File: src/rtl/timer_digit_entry.sv
// Keypad digit entry: debounces presses from the keypad coder and shifts BCD digits into MM:SS.
// Optional macro SECONDS_CHECK_EN builds a registered seconds-tens range flag on time_valid.
module timer_digit_entry #(
   parameter int unsigned DEBOUNCE_CYCLES = 4
) (
   input  logic       clk,
   input  logic       reset,
   input  logic [3:0] data,
   input  logic       valid_input,
   input  logic       enable,
   input  logic       clear,
   output logic [3:0] min_tens,
   output logic [3:0] min_ones,
   output logic [3:0] sec_tens,
   output logic [3:0] sec_ones,
   output logic [2:0] digit_count,
   output logic       new_digit,
   output logic       reject,
   output logic       entry_busy,
   output logic       time_valid
);

   typedef enum logic [1:0] {StIdle, StDebounce, StWaitRelease} state_e;

   localparam logic [15:0] DbLimit = 16'(DEBOUNCE_CYCLES);

   state_e      state_q, state_d;
   logic [15:0] count_q, count_d;
   logic [3:0]  captured_q, captured_d;
   logic [3:0]  min_tens_q, min_tens_d;
   logic [3:0]  min_ones_q, min_ones_d;
   logic [3:0]  sec_tens_q, sec_tens_d;
   logic [3:0]  sec_ones_q, sec_ones_d;
   logic [2:0]  digits_q, digits_d;
   logic        new_digit_q, new_digit_d;
   logic        reject_q, reject_d;
   logic        commit;

   always_ff @(posedge clk) begin
      if (reset) begin
         state_q     <= StIdle;
         count_q     <= '0;
         captured_q  <= '0;
         min_tens_q  <= '0;
         min_ones_q  <= '0;
         sec_tens_q  <= '0;
         sec_ones_q  <= '0;
         digits_q    <= '0;
         new_digit_q <= 1'b0;
         reject_q    <= 1'b0;
      end else begin
         state_q     <= state_d;
         count_q     <= count_d;
         captured_q  <= captured_d;
         min_tens_q  <= min_tens_d;
         min_ones_q  <= min_ones_d;
         sec_tens_q  <= sec_tens_d;
         sec_ones_q  <= sec_ones_d;
         digits_q    <= digits_d;
         new_digit_q <= new_digit_d;
         reject_q    <= reject_d;
      end
   end

   always_comb begin
      state_d     = state_q;
      count_d     = count_q;
      captured_d  = captured_q;
      min_tens_d  = min_tens_q;
      min_ones_d  = min_ones_q;
      sec_tens_d  = sec_tens_q;
      sec_ones_d  = sec_ones_q;
      digits_d    = digits_q;
      new_digit_d = 1'b0;
      reject_d    = 1'b0;
      commit      = 1'b0;

      if (clear) begin
         state_d    = StIdle;
         count_d    = '0;
         min_tens_d = '0;
         min_ones_d = '0;
         sec_tens_d = '0;
         sec_ones_d = '0;
         digits_d   = '0;
      end else if (state_q == StDebounce && !enable) begin
         state_d = StIdle;
         count_d = '0;
      end else begin
         unique case (state_q)
            StIdle: begin
               if (valid_input && enable) begin
                  captured_d = data;
                  count_d    = 16'd1;
                  state_d    = StDebounce;
               end
            end
            StDebounce: begin
               // Non-BCD codes fail the stability check so they can never be committed.
               if (!valid_input || data != captured_q || captured_q > 4'd9) begin
                  state_d = StIdle;
                  count_d = '0;
               end else if (count_q == DbLimit) begin
                  commit  = 1'b1;
                  count_d = '0;
                  state_d = StWaitRelease;
               end else begin
                  count_d = count_q + 16'd1;
               end
            end
            StWaitRelease: begin
               if (valid_input) begin
                  count_d = '0;
               end else if (count_q + 16'd1 == DbLimit) begin
                  count_d = '0;
                  state_d = StIdle;
               end else begin
                  count_d = count_q + 16'd1;
               end
            end
            default: begin
               state_d = StIdle;
               count_d = '0;
            end
         endcase
      end

      if (commit) begin
         if (digits_q < 3'd4) begin
            min_tens_d  = min_ones_q;
            min_ones_d  = sec_tens_q;
            sec_tens_d  = sec_ones_q;
            sec_ones_d  = captured_q;
            digits_d    = digits_q + 3'd1;
            new_digit_d = 1'b1;
         end else begin
            reject_d = 1'b1;
         end
      end
   end

   assign min_tens    = min_tens_q;
   assign min_ones    = min_ones_q;
   assign sec_tens    = sec_tens_q;
   assign sec_ones    = sec_ones_q;
   assign digit_count = digits_q;
   assign new_digit   = new_digit_q;
   assign reject      = reject_q;
   assign entry_busy  = (state_q != StIdle);

`ifdef SECONDS_CHECK_EN
   logic time_valid_q;

   // Tracks the next seconds value so the flag lines up with the registered digits.
   always_ff @(posedge clk) begin
      if (reset) begin
         time_valid_q <= 1'b1;
      end else begin
         time_valid_q <= (sec_tens_d <= 4'd5);
      end
   end

   assign time_valid = time_valid_q;
`else
   assign time_valid = 1'b1;
`endif

endmodule

File: config.mk
export PLATFORM = sky130hd
export DESIGN_NAME = timer_digit_entry
export DESIGN_NICKNAME = d
export VERILOG_FILES = /design/src/rtl/timer_digit_entry.sv
export SDC_FILE = /design/constraint.sdc
export NUM_CORES = 1
export LEC_CHECK = 0
export CORE_ASPECT_RATIO = 0.5
export CORE_MARGIN = 3
export CORE_UTILIZATION = 48
export DETAILED_ROUTE_END_ITERATION = 12
export PLACE_DENSITY = 0.75
export SYNTH_ARGS = -nofsm -noshare
export SYNTH_HDL_FRONTEND = slang
export SYNTH_SLANG_ARGS = --single-unit
File: constraint.sdc
create_clock -name clk -period 1.99 [get_ports clk]
set_input_delay 0.2985 -clock clk [delete_from_list [all_inputs] [get_ports clk]]
set_output_delay 0.2985 -clock clk [all_outputs]
set_load 0.1 [all_outputs]
==> impl_metrics.env <==
export IMPL_status="complete, but fails checks"
export IMPL_cts_buffers=5
export IMPL_area_growth_pct=61.7
export IMPL_die_area_mm2=0.00548
export IMPL_r2r_slack_ps=-240
export IMPL_regArea_um2=906
export IMPL_drive_gt1_share_pct=50.7
export IMPL_grt_overflow=0
export IMPL_clock_sinks=43
export IMPL_yosysWarnings=0
export IMPL_layout_setup_ws_ps=-239
export IMPL_nets=364
export IMPL_period_share_pct=112
export IMPL_worst_hold_path_endpoint="captured_q[2]$_SDFFE_PP0P_"
export IMPL_min_period_ps=2230
export IMPL_async_flop_share_pct=0
export IMPL_drc_errors=0
export IMPL_hold_start="data[2]"
export IMPL_cp_max_fo=8
export IMPL_die_y_um=53.9
export IMPL_crit_cells=9
export IMPL_nFillCells=200
export IMPL_synth_edf_count=0
export IMPL_ys_flop_type="dfxtp_1"
export IMPL_synth_top_area_share_pct=39.1
export IMPL_insertion_delay_ps=310
export IMPL_hold_depth=3
export IMPL_rr_startpoint="count_q[13]$_SDFFE_PP0P_"
export IMPL_synth_common_cells="dfxtp_1, nor2_1, nand2_1, a22o_1, o21ai_0"
export IMPL_drt_initial_drc_count=191
export IMPL_fin_util_pct=85.8
export IMPL_timing_final_hold_violations=0
export IMPL_ant_nets=0
export IMPL_gp_congestion=0.943
export IMPL_synth_most_common_cell="dfxtp_1"
export IMPL_synth_cells=250
export IMPL_crit_path_top_delay_cell="dfxtp_1"
export IMPL_crit_chain="buf_4, buf_4, nor3b_1, mux2i_2, a22oi_2, nand3_4, buf_4, o2111ai_1, o21ai_1"
export IMPL_synthTopCellsByArea="dfxtp_1, a22o_1, nor2_1"
export IMPL_clock_skew_ps=11.0
export IMPL_post_drt_wl_per_cell_um=20.5
export IMPL_cpPeakStageDelay_ps=370
export IMPL_max_slew_worst_pin_slew_ps=701
export IMPL_cap_violations=0
export IMPL_rows=16
export IMPL_cp_start_kind="flop"
export IMPL_path_delay_family="compound AO/OA/AOI/OAI gates"
export IMPL_dpl_hpwl_um=4630
export IMPL_synth_area_mm2=0.00220
export IMPL_dr_pass1_iters=5
export IMPL_synth_top_area_cell="dfxtp_1"
export IMPL_path_class="reg -> reg"
export IMPL_crit_path_end_kind="flop"
export IMPL_fin_cells=407
export IMPL_critPathBufInv=3
export IMPL_critPathLaunch="count_q[13]$_SDFFE_PP0P_"
export IMPL_clkTransAtPathRegs_ps=90
export IMPL_fmax_mhz=449
export IMPL_worstPathArrival_ps=2420
export IMPL_ioPinCount=32
export IMPL_holdBufCountCts=0
export IMPL_hp_class="in -> reg"
export IMPL_grt_antenna_before_repair=0
export IMPL_slew_viol_final=0
export IMPL_rr_endpoint="count_q[15]$_SDFFE_PP0P_"
export IMPL_die_width_um=102
export IMPL_clock_path_buffers=2
export IMPL_grt_util_all_layers_pct=28.5
export IMPL_netlist_cell_type_count=51
export IMPL_via_count=2537
export IMPL_grt_max_degree=18
export IMPL_setup_violations_final=37
export IMPL_dp_cells=384
export IMPL_cts_root_buf="clkbuf_8"
export IMPL_viasPerCell=6.23
export IMPL_postSynthAreaPerCell_um2=8.80
export IMPL_reg2regPathDepth=9
export IMPL_wirelength_um=8340
export IMPL_required_ps=2180
export IMPL_max_slew_margin_rel_pct=53.2
export IMPL_syn_nets=262
export IMPL_cp_common_cell="buf_4"
export IMPL_grt_first_pass_wirelength_um=11900
export IMPL_core_mm2=0.00414
export IMPL_multi_input_area_mm2=0.00151
export IMPL_grt_pass1_vias=2415
export IMPL_p_per_area_mw_per_mm2=522
export IMPL_ys_seq_area_share_pct=39.1
export IMPL_rsz0062_at_grt="yes"
export IMPL_cts_tree="built"
export IMPL_htreeDepth=2
export IMPL_port_buffers=30
export IMPL_synth_seq_cells=43
export IMPL_n_antenna_cell=0
export IMPL_start_util_pct=53.1
export IMPL_violations="setup timing"
export IMPL_p_leak_nw=1.51
export IMPL_ir_drop_v=0.000289
logic make-up (layout without fill, tap and decap cells):
logic type / Yosys count / after routing / share of synthesized area (%)
AND/OR/NAND/NOR: 109 / 110 / 28.4
AO/OA/AOI/OAI: 59 / 59 / 19.6
flip-flops: 43 / 43 / 39.1
buffers and inverters: 21 / 123 / 4.83
multiplexers: 9 / 9 / 4.15
XOR/XNOR: 5 / 5 / 1.99
adder cells (fa/ha/maj): 3 / 3 / 1.71
other: 1 / 1 / 0.170
metrics by stage:
stage               area [µm²]  setup TNS [ps]  worst slack, ps  hold WS (ps)  power (mW)
global placement          2970           -9090             -296           464        1.03
CTS                       3370           -1960             -122           429        1.83
floorplan                 2220            -461            -45.3           371       0.964
finish                    3560           -6540             -239           314        1.86
detailed placement        2970          -13750             -421           476        1.03
global route              3560           -8520             -308           309        1.91
registers in the layout (all words and copies together) (netlist names):
register,count
sec_ones,4
digit_count,3
new_digit,1
min_ones,4
reject,1
min_tens,4
captured_q,4
sec_tens,4
count_q,16
state_q,2
placed cells by master (no fill, tap or decap), types with 3 or more instances in the layout:
cell type and instances:
nor2_1 24, clkdlybuf4s50_1 4, nand3_1 10, a21oi_1 5, dlymetal6s2s_1 3, a22o_1 16
inv_1 5, o21ai_1 8, dfxtp_1 25, buf_12 3, clkbuf_8 5, and2_1 3
nor3_1 3, buf_4 89, dfxtp_4 9, nand2_1 20, a22oi_2 3, mux2i_1 6
nand4_1 7, o21ai_2 3, nand4b_1 5, buf_6 9, dfxtp_2 9, o2111ai_2 4
worst max-delay path by stage:
stage                                           to  slack [ps]
after global routing      count_q[13]$_SDFFE_PP0P_        -310
final                     count_q[15]$_SDFFE_PP0P_        -240
after CTS                   sec_tens[2]$_SDFF_PP0_        -120
after global placement      sec_tens[1]$_SDFF_PP0_        -300
after floorplan             min_ones[0]$_SDFF_PP0_         -50
after detailed placement    min_ones[2]$_SDFF_PP0_        -420
per-layer routing:
layer  vias up  GRT usage (%)  part of all wire [%]
met5         -              0                     0
met4         0           9.27                   2.9
met3        34           8.28                   7.7
met2       145           50.4                    48
met1      1224           33.9                    41
li1       1134              -                     -
area by class of cell:
cell class	count	share of cell area (%)
well taps	54	1.90
clock inverters	2	1.69
repair buffers	109	25.7
clock buffers	6	2.04
multi-input cells	187	42.5
inverters	6	0.633
flip-flops and latches	43	25.5
what timing repair did:
item | in CTS | in global routing
gates resized for setup | 64 | 34
cloned | 1 | 0
pin swaps | 23 | 20
setup endpoints to repair | 37 | 38
buffers inserted | 6 | 10
worst register-to-register path, cell delays in order (launching register included):
cell and delay (ps):
dfxtp_1 370, buf_4 140, buf_4 150, nor3b_1 370
mux2i_2 190, a22oi_2 280, nand3_4 150, buf_4 170
o2111ai_1 200, o21ai_1 100
power breakdown:
group | switching (mW) | internal (mW) | total, mW | leakage [nW]
Sequential | 0.00605 | 0.854 | 0.860 | 0.358
Clock | 0.323 | 0.502 | 0.825 | 0.0654
Combinational | 0.107 | 0.0664 | 0.173 | 1.09
Power figures use the tool's default switching activity.
